File: src/rtl/step_sequencer.sv
// ---------------------------------------------------------------------------
// step_sequencer
//
// Purpose:
//   Runs NSTEPS test steps against a worker block, strictly one after another.
//   For every step a one-cycle start pulse is issued, then the controller
//   waits for the worker's done/ok handshake under a per-step timeout. A good
//   result advances to the next step (or finishes after the last one); a bad
//   result or a timeout stops the sequence with a sticky failure. A saturating
//   cycle counter runs alongside for the benefit of the surrounding test top.
//
// Ports:
//   clk        in   rising-edge clock
//   rst        in   asynchronous, active-high reset
//   enable     in   starts the sequence; only looked at while idle
//   step_start out  one-cycle start pulse to the worker
//   step_idx   out  index of the step currently being run (0..NSTEPS-1)
//   step_done  in   worker has completed the current step
//   step_ok    in   worker result, meaningful only together with step_done
//   busy       out  a step is being issued or awaited
//   finished   out  sticky: every step passed
//   failed     out  sticky: a step reported a failure or timed out
//   fail_step  out  index of the failing step, 0 unless failed is set
//   cyc        out  cycles since reset release, saturating at all-ones
//
// Every output comes straight from a flop.
// ---------------------------------------------------------------------------
module step_sequencer #(
    parameter int NSTEPS  = 4,
    parameter int TIMEOUT = 15,
    parameter int CW      = 8
) (
    input  logic          clk,
    input  logic          rst,
    input  logic          enable,
    output logic          step_start,
    output logic [7:0]    step_idx,
    input  logic          step_done,
    input  logic          step_ok,
    output logic          busy,
    output logic          finished,
    output logic          failed,
    output logic [7:0]    fail_step,
    output logic [CW-1:0] cyc
);

    typedef enum logic [2:0] {
        S_IDLE  = 3'd0,
        S_ISSUE = 3'd1,
        S_WAIT  = 3'd2,
        S_DONE  = 3'd3,
        S_FAIL  = 3'd4
    } state_t;

    // Index of the final step and the last WAIT cycle a step is allowed.
    localparam logic [7:0]    LAST_IDX   = 8'(NSTEPS - 1);
    localparam logic [7:0]    TIMER_LAST = 8'(TIMEOUT - 1);
    localparam logic [CW-1:0] CYC_MAX    = '1;
    localparam logic [CW-1:0] CYC_ONE    = {{(CW-1){1'b0}}, 1'b1};

    state_t        state_q,      state_d;
    logic [7:0]    step_idx_q,   step_idx_d;
    logic [7:0]    timer_q,      timer_d;
    logic [7:0]    fail_step_q,  fail_step_d;
    logic          step_start_q, step_start_d;
    logic          busy_q,       busy_d;
    logic          finished_q,   finished_d;
    logic          failed_q,     failed_d;
    logic [CW-1:0] cyc_q,        cyc_d;

    // State register. The reset is asynchronous so that a start pulse that
    // is already on the wire is withdrawn at once, not at the next edge.
    always_ff @(posedge clk or posedge rst) begin
        if (rst) begin
            state_q      <= S_IDLE;
            step_idx_q   <= 8'd0;
            timer_q      <= 8'd0;
            fail_step_q  <= 8'd0;
            step_start_q <= 1'b0;
            busy_q       <= 1'b0;
            finished_q   <= 1'b0;
            failed_q     <= 1'b0;
            cyc_q        <= '0;
        end else begin
            state_q      <= state_d;
            step_idx_q   <= step_idx_d;
            timer_q      <= timer_d;
            fail_step_q  <= fail_step_d;
            step_start_q <= step_start_d;
            busy_q       <= busy_d;
            finished_q   <= finished_d;
            failed_q     <= failed_d;
            cyc_q        <= cyc_d;
        end
    end

    // Next-state logic, together with the step index, the WAIT timer and the
    // captured failing index, since all of them only move on FSM transitions.
    // In WAIT a done handshake is always examined before the timeout, so a
    // done arriving on the very last allowed cycle still counts. Nothing is
    // sampled during ISSUE, which is how a done coinciding with the start
    // pulse gets ignored.
    always_comb begin
        state_d     = state_q;
        step_idx_d  = step_idx_q;
        timer_d     = timer_q;
        fail_step_d = fail_step_q;

        unique case (state_q)
            S_IDLE: begin
                if (enable) begin
                    state_d = S_ISSUE;
                end
            end

            S_ISSUE: begin
                state_d = S_WAIT;
                timer_d = 8'd0;
            end

            S_WAIT: begin
                if (step_done) begin
                    if (step_ok) begin
                        if (step_idx_q == LAST_IDX) begin
                            state_d = S_DONE;
                        end else begin
                            state_d    = S_ISSUE;
                            step_idx_d = step_idx_q + 8'd1;
                        end
                    end else begin
                        state_d     = S_FAIL;
                        fail_step_d = step_idx_q;
                    end
                end else if (timer_q == TIMER_LAST) begin
                    state_d     = S_FAIL;
                    fail_step_d = step_idx_q;
                end else begin
                    timer_d = timer_q + 8'd1;
                end
            end

            S_DONE, S_FAIL: begin
                state_d = state_q;
            end

            default: begin
                state_d = S_IDLE;
            end
        endcase
    end

    // Output logic. Outputs are decoded from the state being entered so that
    // they can be registered and still line up with that state: the start
    // pulse is high for exactly the ISSUE cycle, and the sticky flags rise on
    // the same edge that enters DONE or FAIL.
    always_comb begin
        step_start_d = 1'b0;
        busy_d       = 1'b0;
        finished_d   = 1'b0;
        failed_d     = 1'b0;

        unique case (state_d)
            S_ISSUE: begin
                step_start_d = 1'b1;
                busy_d       = 1'b1;
            end
            S_WAIT: begin
                busy_d = 1'b1;
            end
            S_DONE: begin
                finished_d = 1'b1;
            end
            S_FAIL: begin
                failed_d = 1'b1;
            end
            default: begin
                step_start_d = 1'b0;
            end
        endcase

        // Free-running cycle counter that sticks at its maximum.
        if (cyc_q == CYC_MAX) begin
            cyc_d = cyc_q;
        end else begin
            cyc_d = cyc_q + CYC_ONE;
        end
    end

    assign step_start = step_start_q;
    assign step_idx   = step_idx_q;
    assign busy       = busy_q;
    assign finished   = finished_q;
    assign failed     = failed_q;
    assign fail_step  = fail_step_q;
    assign cyc        = cyc_q;

endmodule
File: config.mk
export PLATFORM = sky130hd
export DESIGN_NAME = step_sequencer
export DESIGN_NICKNAME = d
export VERILOG_FILES = /design/src/rtl/step_sequencer.sv
export SDC_FILE = /design/constraint.sdc
export NUM_CORES = 1
export LEC_CHECK = 0
export BUFFER_PORTS_ARGS = -buffer_cell sky130_fd_sc_hd__clkbuf_2
export CORE_MARGIN = 2
export CORE_UTILIZATION = 45
export DETAILED_ROUTE_END_ITERATION = 12
export HOLD_SLACK_MARGIN = 0.08
export PLACE_DENSITY = 0.8
export SLEW_MARGIN = 20
export SYNTH_ARGS = -nofsm -noshare
export SYNTH_HDL_FRONTEND = slang
export SYNTH_SLANG_ARGS = --single-unit
File: constraint.sdc
create_clock -name clk -period 1.7 [get_ports clk]
set_input_delay 0.17 -clock clk [delete_from_list [all_inputs] [get_ports clk]]
set_output_delay 0.17 -clock clk [all_outputs]
set_load 0.02 [all_outputs]
==> results.py <==
metrics = {
    "floorplan": {
        "rows": 23,
        "start_util": 0.4743,
        "die_w_um": 69.63,
        "die_area_um2": 4848,
        "io_pins": 33,
        "fp.dieH_um": 69.63,
        "coreArea_um2": 4086,
    },
    "yosys": {
        "synth_edf_count": 0,
        "netlist_instances": 179,
        "synth_flop_cell": "dfrtp_1",
        "async_reset_ff_frac": 1.000,
        "synthAdderAreaFrac": 0.02582,
        "synth.avg_cell_area_um2": 10.83,
        "muxShareOfSynthArea": 0.06391,
        "synth.most_common_cell": "dfrtp_1",
        "synth_area_leaders": "dfrtp_1 (50%), mux2_2 (6.4%), nand3_1 (3.1%)",
        "synth-simple-area-share": 0.2298,
        "netlist_area_um2": 1938,
        "synth_top_family_by_area": "simple AND/OR/NAND/NOR gates",
        "synth-compound-area-share": 0.1130,
        "syn-num-nets": 188,
        "synth_largest_area_cell": "dfrtp_1",
        "yosysWarnings": 0,
        "yosys.area_share.xor_xnor": 0.04067,
        "seq_area_frac_synth": 0.5036,
        "synth_cell_types": 45,
        "ys_seq_elements": 39,
        "yosys-top-cells-count": "dfrtp_1 (39), nand2_1 (15), nor2_1 (14), nand3_1 (12), mux2_2 (11)",
        "yosys.area.top_type_share": 0.5036,
    },
    "timing": {
        "fin_setup_tns_ns": -0.6074,
        "slew_viol_final": 0,
        "rsz0062_at_grt": "true",
        "worst-slew-pin-transition_ns": 0.4871,
        "finClkSkew_ns": 0.005380,
        "fmax_mhz": 563.5,
        "fin_crit_ns": 1.775,
        "relSlewSlack": 0.6752,
        "setup_violations": 10,
        "fin_crit_sh": 1.044,
        "hold_violations": 0,
        "timing.final.ws_setup_ns": -0.07465,
    },
    "grt": {
        "antenna_found_initial": 0,
        "gr-usage-all-layers": 0.1690,
        "gr-total-overflow": 0,
        "grt_pass1_wl_mm": 6.658,
        "grt_pass1_vias": 1492,
        "grt_max_degree": 40,
    },
    "layout": {
        "drive_above_1_share": 0.3983,
        "antenna_cells": 0,
        "finalInstanceArea_um2": 2450,
        "area_growth_pct": 26.40,
        "final_nets": 245,
    },
    "placement": {
        "pre_cts_ws_ns": -0.1524,
        "placed_area_um2": 2285,
        "hpwlAfterDp_mm": 2.888,
        "portBuffers": 32,
        "globalplace.congestion": 0.8054,
    },
    "drt": {
        "avgViaCountPerCell": 5.367,
        "dr.pass1.iters": 4,
        "wirelength_mm": 3.979,
        "routedWlPerCell_um": 13.91,
        "num_vias": 1535,
        "drt-initial-drc-count": 132,
        "postRouteAntennaNets": 0,
        "drc": 0,
    },
    "power_and_ir_drop": {
        "worst_ir_drop_vdd_v": 0.0004198,
        "power_mw": 3.066,
        "powerDensity_nw_per_um2": 1252,
        "power_leakage_nw": 1.161,
    },
    "worst_setup_path": {
        "critical-path-top-delay-family": "simple AND/OR/NAND/NOR gates",
        "start_kind": "flip-flop",
        "cp_slowest_cell": "or3b_4",
        "crit_type": "reg2reg",
        "path_buf_inv": 1,
        "critical_path_required_ns": 1.88,
        "cpPeakStageDelay_ns": 0.41,
        "path_max_fanout": 8,
        "cp_data_arrival_time_ns": 1.95,
        "end_kind": "flip-flop",
        "path_cells": "inv_1, ha_1, or3b_4, o31ai_4, nand2_4, mux2_2",
    },
    "clocking": {
        "clock_latency_ns": 0.29,
        "path_clk_slew_ns": 0.07,
        "cts_buffer_depth": 2,
        "cts_root_buf": "clkbuf_8",
        "cts_tree": "done",
        "cts_made_buffers": 5,
        "htree_num_levels": 2,
        "clkSinkCount": 39,
    },
    "run_status": {
        "violations": "negative setup slack",
        "run_status": "complete, but fails checks",
    },
    "hold_path": {
        "min_path_type": "in2reg",
    },
    "job": {
        "drv_cap": 0,
    },
}
==> area by class of cell <==
type / instances / area [µm²]
clock buffers: 6 / 82.58
clock inverters: 1 / 5.005
fillers: 358 / 1637
inverters: 4 / 15.01
multi-input cells: 131 / 970.9
flip-flops and latches: 39 / 978.4
well taps: 50 / 62.56
repair buffers: 55 / 335.3
==> logic make-up after synthesis <==
family                   after synthesis
XOR/XNOR                               9
multiplexers                          11
AO/OA/AOI/OAI                         31
AND/OR/NAND/NOR                       76
buffers and inverters                  9
flip-flops                            39
adder cells (fa/ha/maj)                4
==> placed cells by master, fill, tap and decap left out, types with 2 or more instances in the layout <==
cell type  count
or3_1          3
o211ai_1       8
nand4_1        3
o21ai_2        2
nor2_1        14
nand3_2        2
xor2_1         4
dfrtp_2        2
dfrtp_1       37
clkbuf_8       6
a21oi_1        6
mux2_2        11
nand2b_1       2
nand3_1       10
and2_1         3
clkbuf_2      32
inv_1          4
nand2_1       15
and3_1         2
a21oi_2        2
a31oi_1        2
nand3b_1       3
nor3_1         2
o21ai_0        2
ha_1           4
xnor2_1        5
buf_4         22
==> path summary, 6_finish.rpt <==
check,start,slack [ns],to,cells past startpoint
min reg2reg,fail_step[6],0.50,fail_step[6],1
min in group asynchronous,rst,0.53,fail_step[0],4
max,timer_q[0],-0.07,fail_step[2],6
max reg2reg,timer_q[0],-0.07,fail_step[2],6
max in group asynchronous,rst,0.81,timer_q[2],4
min,step_ok,0.24,state_q[0],3
==> what timing repair did <==
item | CTS | global route
setup endpoints to repair | 12 | 18
setup buffers | 0 | 2
resized for setup | 3 | 14
hold endpoints to repair | 39 | 0
hold buffers | 1 | 0
pin swaps | 5 | 8
==> power by group <==
| part | switching (mW) | internal (mW) | leakage (nW) | total, mW |
|---|---|---|---|---|
| Combinational | 0.675 | 0.556 | 0.606 | 1.23 |
| Clock | 0.311 | 0.318 | 0.0470 | 0.629 |
| Sequential | 0.117 | 1.09 | 0.508 | 1.21 |
| Total | 1.10 | 1.96 | 1.16 | 3.07 |
==> layer usage <==
metal | vias to the layer above | global-route usage | routed length (µm)
met3 | 4 | 0.04506 | 176
met1 | 738 | 0.2162 | 1789
met5 | - | 0 | 0
met4 | 0 | 0.04487 | 36
met2 | 36 | 0.2842 | 1976
li1 | 757 | - | -
==> worst reg2reg max path, cell delays in order (launching register included) <==
cell and delay (ns):
dfrtp_1 0.38, inv_1 0.06, ha_1 0.12, or3b_4 0.41, o31ai_4 0.25, nand2_4 0.14
mux2_2 0.30
==> sequential cells by signal (all words and copies together), names as in the netlist <==
signal and cells:
state_q 3, finished 1, step_idx 8, cyc 8, step_start 1, fail_step 8
failed 1, busy 1, timer_q 8
==> through the flow <==
| step | utilization | instances | hold slack, ns |
|---|---|---|---|
| 6_report | 0.5995 | 286 | 0.2353 |
| 5_1_grt | 0.5995 | 286 | 0.2561 |
| 4_1_cts | 0.5860 | 284 | 0.2378 |
| 3_5_place_dp | 0.5591 | 276 | 0.3005 |
| 3_3_place_gp | 0.5591 | 276 | 0.2885 |
| 2_1_floorplan | - | 179 | 0.3616 |
(Power assumes the default switching activity.)
